===== src/rtl/mem_arbiter.sv =====
// mem_arbiter: shares a word RAM between fetch and data ports, adding byte loads and RMW byte stores.
// Define MEM_ARB_RR_EN for round-robin contention instead of data priority with a starvation guard.
module mem_arbiter #(
  parameter int ADDR_WIDTH = 8,
  parameter int STARVE_MAX = 4
) (
  input  logic        clk,
  input  logic        rst_n,
  input  logic        if_req,
  input  logic [31:0] if_ad,
  output logic        if_gnt,
  output logic        if_rvalid,
  output logic [31:0] if_rdata,
  input  logic        d_req,
  input  logic        d_we,
  input  logic        d_byte,
  input  logic [31:0] d_ad,
  input  logic [31:0] d_wdata,
  output logic        d_gnt,
  output logic        d_rvalid,
  output logic [31:0] d_rdata,
  output logic        d_done,
  output logic        busy,
  output logic [31:0] ram_ad,
  output logic [31:0] ram_d,
  output logic        ram_we,
  input  logic [31:0] ram_q
);
  typedef enum logic [1:0] {IDLE, RD, RMW} state_t;
  localparam logic [31:0] AMASK = 32'((64'd1 << ADDR_WIDTH) - 64'd1);
  state_t r_state, w_next;
  logic r_own_d, r_byte, r_if_rvalid, r_d_rvalid, r_d_done;
  logic [31:0] r_ad, r_if_rdata, r_d_rdata;
  logic [7:0] r_wdata;
  logic w_idle, w_pick_if, w_if_gnt, w_d_gnt;
`ifdef MEM_ARB_RR_EN
  logic r_last_d;
  assign w_pick_if = r_last_d;
`else
  localparam int SW = $clog2(STARVE_MAX + 1);
  localparam logic [SW-1:0] SMAX = SW'(STARVE_MAX);
  logic [SW-1:0] r_starve;
  assign w_pick_if = r_starve == SMAX;
`endif
  always_ff @(posedge clk or negedge rst_n)
    if (!rst_n) r_state <= IDLE;
    else r_state <= w_next;
  always_comb begin
    w_next = IDLE;
    if (w_if_gnt || (w_d_gnt && !d_we)) w_next = RD;
    else if (w_d_gnt && d_byte) w_next = RMW;
  end
  // grants and RAM drive are combinational so the access starts in the accept cycle
  always_comb begin
    w_idle = r_state == IDLE;
    w_if_gnt = rst_n && w_idle && if_req && (!d_req || w_pick_if);
    w_d_gnt = rst_n && w_idle && d_req && !w_if_gnt;
    ram_ad = (r_state == RMW) ? r_ad : ((w_if_gnt ? if_ad : d_ad) & AMASK);
    ram_d = (r_state == RMW) ? {r_wdata, ram_q[23:0]} : d_wdata;
    ram_we = rst_n && ((w_d_gnt && d_we && !d_byte) || r_state == RMW);
  end
  always_ff @(posedge clk or negedge rst_n) begin
    if (!rst_n) begin
      r_own_d <= 1'b0;
      r_byte <= 1'b0;
      r_ad <= '0;
      r_wdata <= '0;
      r_if_rvalid <= 1'b0;
      r_d_rvalid <= 1'b0;
      r_d_done <= 1'b0;
      r_if_rdata <= '0;
      r_d_rdata <= '0;
`ifdef MEM_ARB_RR_EN
      r_last_d <= 1'b1;
`else
      r_starve <= '0;
`endif
    end else begin
      r_if_rvalid <= r_state == RD && !r_own_d;
      r_d_rvalid <= r_state == RD && r_own_d;
      r_d_done <= (w_d_gnt && d_we && !d_byte) || r_state == RMW;
      if (r_state == RD && !r_own_d) r_if_rdata <= ram_q;
      if (r_state == RD && r_own_d) r_d_rdata <= r_byte ? {24'h0, ram_q[31:24]} : ram_q;
      if (w_if_gnt || w_d_gnt) begin
        r_own_d <= w_d_gnt;
        r_byte <= w_d_gnt && d_byte;
        r_ad <= ram_ad;
        r_wdata <= d_wdata[7:0];
      end
`ifdef MEM_ARB_RR_EN
      if (w_if_gnt || w_d_gnt) r_last_d <= w_d_gnt;
`else
      if (w_idle) r_starve <= (!if_req || w_if_gnt) ? '0 : (r_starve != SMAX) ? r_starve + 1'b1 : r_starve;
`endif
    end
  end
  assign if_gnt = w_if_gnt;
  assign d_gnt = w_d_gnt;
  assign if_rvalid = r_if_rvalid;
  assign if_rdata = r_if_rdata;
  assign d_rvalid = r_d_rvalid;
  assign d_rdata = r_d_rdata;
  assign d_done = r_d_done;
  assign busy = r_state != IDLE;
endmodule

===== config.mk =====
export PLATFORM = sky130hd
export DESIGN_NAME = mem_arbiter
export DESIGN_NICKNAME = d
export VERILOG_FILES = /design/src/rtl/mem_arbiter.sv
export SDC_FILE = /design/constraint.sdc
export NUM_CORES = 1
export LEC_CHECK = 0
export CAP_MARGIN = 20
export CORE_AREA = 2 2 104 106
export CTS_CLUSTER_SIZE = 14
export DETAILED_ROUTE_END_ITERATION = 6
export DIE_AREA = 0 0 106 108
export DONT_BUFFER_PORTS = 1
export GPL_TIMING_DRIVEN = 0
export HOLD_SLACK_MARGIN = 0.03
export PLACE_DENSITY = 0.65
export SYNTH_ARGS = -nofsm -noshare
export SYNTH_HDL_FRONTEND = slang
export SYNTH_SLANG_ARGS = --single-unit

===== constraint.sdc =====
create_clock -name clk -period 2.2 [get_ports clk]
set_input_delay 0.11 -clock clk [delete_from_list [all_inputs] [get_ports clk]]
set_output_delay 0.11 -clock clk [all_outputs]
set_load 0.1 [all_outputs]

-- Yosys cells after proc, flatten, opt, wreduce, memory -nomap -nowiden
Index checks and enable logic that the tools add are counted.
- output and inout port bits: 135
- word-level logic and storage cells: 51
- register bits after elaboration: 114
- equal/unequal tests: 4
- $add $sub $neg: 1
- reductions and logical operators: 27
- mux-type cells: 8
- operators by type and width (operator ; number):
    2-to-1 mux 32 bit ; 3
    logical AND 1 bit ; 12
    2-to-1 mux 8 bit ; 1
    zero test 1 bit ; 6
    2-to-1 mux 3 bit ; 2
    logical OR 1 bit ; 5
    2-to-1 mux 2 bit ; 2
    nonzero test 2 bit ; 2
    adder 3 x 1 -> 3 bit (second input constant) ; 1
    equality test 3 bit (second input constant) ; 1
    inequality test 3 bit (second input constant) ; 1
    equality test 2 x 1 -> 1 bit (second input constant) ; 1
    equality test 2 bit (second input constant) ; 1
    zero test 2 bit ; 1
    AND reduction 2 bit ; 1

-- Longest topological paths before layout
- depth in word-level cells: 10
- gate-level depth with buffers: 6
- depth with buffers taken out: 5

-- Least setup slack after synthesis
OpenSTA, ideal clock, no wires.
- path kind: flip-flop to output port
- start point: reg r_starve[0]
- end point: out ram_ad[0]
- arrival: 2.783 ns
- slack: -0.693 ns
- cell stages (with the launch flop): 7
- cell sequence: dfrtp_1 -> inv_1 -> ha_1 -> a21bo_2 -> clkbuf_1 -> nand3_1 -> a31oi_1
- cells in the longest elaborated chain, start to end: 5
- ends and longest elaborated chain (item ; line ; RTL):
    from (decl) ; 42 ; logic [SW-1:0] r_starve;
    from (signal assigned) ; 93 ; if (w_idle) r_starve <= (!if_req || w_if_gnt) ? '0 : (r_starve != SMAX) ? r_starve + 1'b1 : r_starve;
    equality test 3 bit ; 43 ; assign w_pick_if = r_starve == SMAX;
    logical OR 1 bit ; 56 ; w_if_gnt = rst_n && w_idle && if_req && (!d_req || w_pick_if);
    logical AND 1 bit ; 56 ;
    2-to-1 mux 8 bit ; 58 ; ram_ad = (r_state == RMW) ? r_ad : ((w_if_gnt ? if_ad : d_ad) & AMASK);
    2-to-1 mux 32 bit ; 58 ;
    to (decl) ; 24 ; output logic [31:0] ram_ad,
Every way passes these cells.

-- Worst setup path after layout
- start point: reg r_state[1]
- end point: out ram_ad[2]
- cells in the longest elaborated chain, start to end: 6
- ends and longest elaborated chain (item ; line ; RTL):
    from (decl) ; 31 ; state_t r_state, w_next;
    from (signal assigned) ; 47 ; else r_state <= w_next;
    zero test 2 bit ; 55 ; w_idle = r_state == IDLE;
    logical AND 1 bit (3 in a row) ; 56 ;
    2-to-1 mux 8 bit ; 58 ;
    2-to-1 mux 32 bit (*) ; 58 ;
Every way passes the cells marked *; elsewhere a longest branch is shown, timed or not.

==> results.toml <==
[outcome]
run_status = "finished with violations"
violations = "hold timing, setup timing"

[global_route]
overflow = 0
grt_pass1_vias = 4400
grt_antenna_before_repair = 0
grt_start_max_net_pins = 120
grt_pass1_wl_mm = 24.1
track_usage_pct = 27.8

[critical_path]
cpPeakStageDelay_ns = 0.62
cp.arrival_ns = 2.22
required_ns = 2.09
end_kind = "primary output"
worst-path-buf-inv = 1
cp.depth = 4
startpoint = "r_state[1]$_DFF_PN0_"
start_kind = "flip-flop"
path_delay_family = "compound AO/OA/AOI/OAI gates"
worstRegToRegCells = 7
r2r-start = "r_state[1]$_DFF_PN0_"
cp_slowest_cell = "a31oi_4"
crit_fanout = 8
crit_chain = "nor4bb_4 > buf_6 > nand3_4 > a31oi_4"
crit_type = "reg -> out"

[final_layout]
layout_common_cells = "dfrtp_1 (112), nand2_1 (89), dlygate4sd3_1 (63), mux2_2 (38), o21ai_0 (35)"
utilization_pct = 74.8
n_antenna_cell = 0
mostFrequentLayoutCell = "dfrtp_1"
drive_gt1_share_pct = 34.7
stdcell_count = 765
syn_to_final_growth_pct = 47.3
fin_nets = 753
fin_area_sq_um = 7650

[placed_design]
place_ws_ns = -0.382
dp_hpwl_mm = 9.81
place_congestion = 0.813
dpl_cell_area_sq_um = 5500
placed_cells = 655
io_buffers = 0

[clock_network]
cts_tree = "done"
hold_buffers = 63
clkTransAtPathRegs_ns = 0.06
cts-root-buf = "clkbuf_8"
cts_made_buffers = 17
clock_path_buffers = 2
worstSkewPairLatency_ns = 0.50
htree_num_levels = 4
cts_sinks = 114

[route]
drc = 0
drt_iter0_drc = 135
met3WireLength_mm = 1.17
wl_mm = 16.3
met2_length_mm = 8.52
wl_per_cell_microns = 21.3
vias = 4254
drtPass1Iterations = 4
top_layer = "met4"
viasPerCell = 5.56
postRouteAntennaNets = 0
wl_met1_mm = 6.24

[timing]
setup_violations = 8
hold_ws_ns = -0.700
finalHoldViolCount = 114
setup_ws_ns = -0.126
rsz0062_at_grt = "yes"
fmax_ghz = 0.430
min_period_ns = 2.33
fin_skew_ns = 0.00809
fin_crit_sh_pct = 106
tightest_slew_ns = 0.988
maxSlewViolCount = 0
slew_headroom_pct = 34.2

[synth]
yosysSeqAreaShare_pct = 54.9
yosysTopAreaCell = "dfrtp_1"
synthesis.instances = 517
synth.net_count = 653
ys_ff_latch = 114
synth_top_area_share_pct = 54.9
synth.avg_cell_area_sq_um = 10.0
syn_area_sq_um = 5190
yosys_warnings = 0
ys_types = 35
synth.area.top_cells = "dfrtp_1 (55%), nand2_1 (9.5%), mux2_2 (8.2%)"

[floorplan]
die-area_sq_um = 11400
fp.coreArea_sq_um = 10200
start_util_pct = 50.8
num_rows = 37
pin_count = 269
die_h_microns = 108
die_x_microns = 106

[power_and_ir_drop]
p_leak_nw = 3.37
vdd_drop_max_mv = 0.764
power_mw = 11.6
p_per_area_nw_per_um2 = 1520

[worst_hold_path]
hold_class = "in -> async"

[job]
maxCapViolations = 0
final timing paths:
check,end,slack [ns]
hold reg to reg,r_ad[8]$_DFFE_PN0P_,0.47
setup reg to reg,r_ad[0]$_DFFE_PN0P_,0.06
setup / recovery,ram_ad[2],-0.13
max in group asynchronous,r_state[1]$_DFF_PN0_,2.74
hold / removal,d_rdata[23]$_DFFE_PN0P_,-0.70
min in group clk,r_starve[1]$_DFFE_PN0P_,0.10
per-layer routing:
metal  up-vias  global-route usage (%)
li1       1912                       -
met5         -                       0
met4         0                    11.1
met1      2127                    32.0
met3        32                    9.46
met2       183                    48.1
stage by stage:
stage / setup TNS (ns) / hold slack (ns)
2_1_floorplan: -0.257 / -0.186
3_3_place_gp: -3.51 / -0.183
3_5_place_dp: -4.61 / -0.182
4_1_cts: -1.57 / -0.717
5_1_grt: -1.49 / -0.733
6_report: -0.764 / -0.700
kinds of logic (layout without fill, tap and decap cells):
group / Yosys count / after routing / share of synthesized area [%]
compound gates: 76 / 76 / 8.29
fa+ha+maj: 2 / 2 / 0.482
buf+inv: 41 / 153 / 3.76
flops: 114 / 114 / 54.9
mux: 50 / 50 / 10.7
simple gates: 234 / 234 / 21.8
power by group:
group | switching [mW] | internal [mW]
clock network | 0.936 | 1.77
logic | 1.09 | 0.753
registers | 4.46 | 2.61
total | 6.49 | 5.14
flip-flops by register name, indices dropped and copies added, names as in the netlist:
| register | count |
|---|---|
| r_state | 2 |
| r_own_d | 1 |
| if_rvalid | 1 |
| d_rdata | 32 |
| r_wdata | 8 |
| d_rvalid | 1 |
| r_byte | 1 |
| r_ad | 32 |
| d_done | 1 |
| r_starve | 3 |
| if_rdata | 32 |
worst register-to-register path, cell delays in order (launching register included):
cell and delay [ns]:
dfrtp_2 0.46, nor4bb_4 0.30, buf_6 0.23, buf_6 0.14
nand3_4 0.09, buf_4 0.15, a31oi_1 0.13, dlygate4sd3_1 0.58
cells in the mapped netlist:
library cell and count:
ha_1 2, clkbuf_1 20, a32o_1 1, nand3b_1 1
o211ai_1 2, buf_6 3, o21ai_0 42, nand2_1 131
or2_1 1, a21oi_1 8, a31oi_1 16, or4b_2 1
a21bo_2 1, nor2_1 9, a22o_1 2, and2_4 1
buf_1 3, inv_1 6, mux2_2 38, and2_1 48
o21ai_1 1, nor2b_1 2, and3_1 2, buf_4 3
mux2_4 2, nor3b_2 2, a21boi_1 1, a21o_1 2
mux2i_1 10, nand4bb_1 1, buf_2 6, nor4bb_1 1
nand3_1 9, nand2b_1 25, dfrtp_1 114
cell type report:
class | instances | area (sq um)
fillers | 694 | 2580
multi-input cells | 362 | 2930
clock buffers | 21 | 449
flip-flops and latches | 114 | 2860
inverters | 6 | 26.3
well taps | 136 | 170
plain buffers | 32 | 235
repair buffers | 84 | 850
clock inverters | 10 | 134
what timing repair did:
item,4_1_cts,5_1_grt
endpoints found under the hold margin,201,114
pin swaps,15,19
resized for setup,169,54
setup buffers,9,11
endpoints found under the setup margin,66,51
Note: power is estimated with default switching activity, not from simulation.
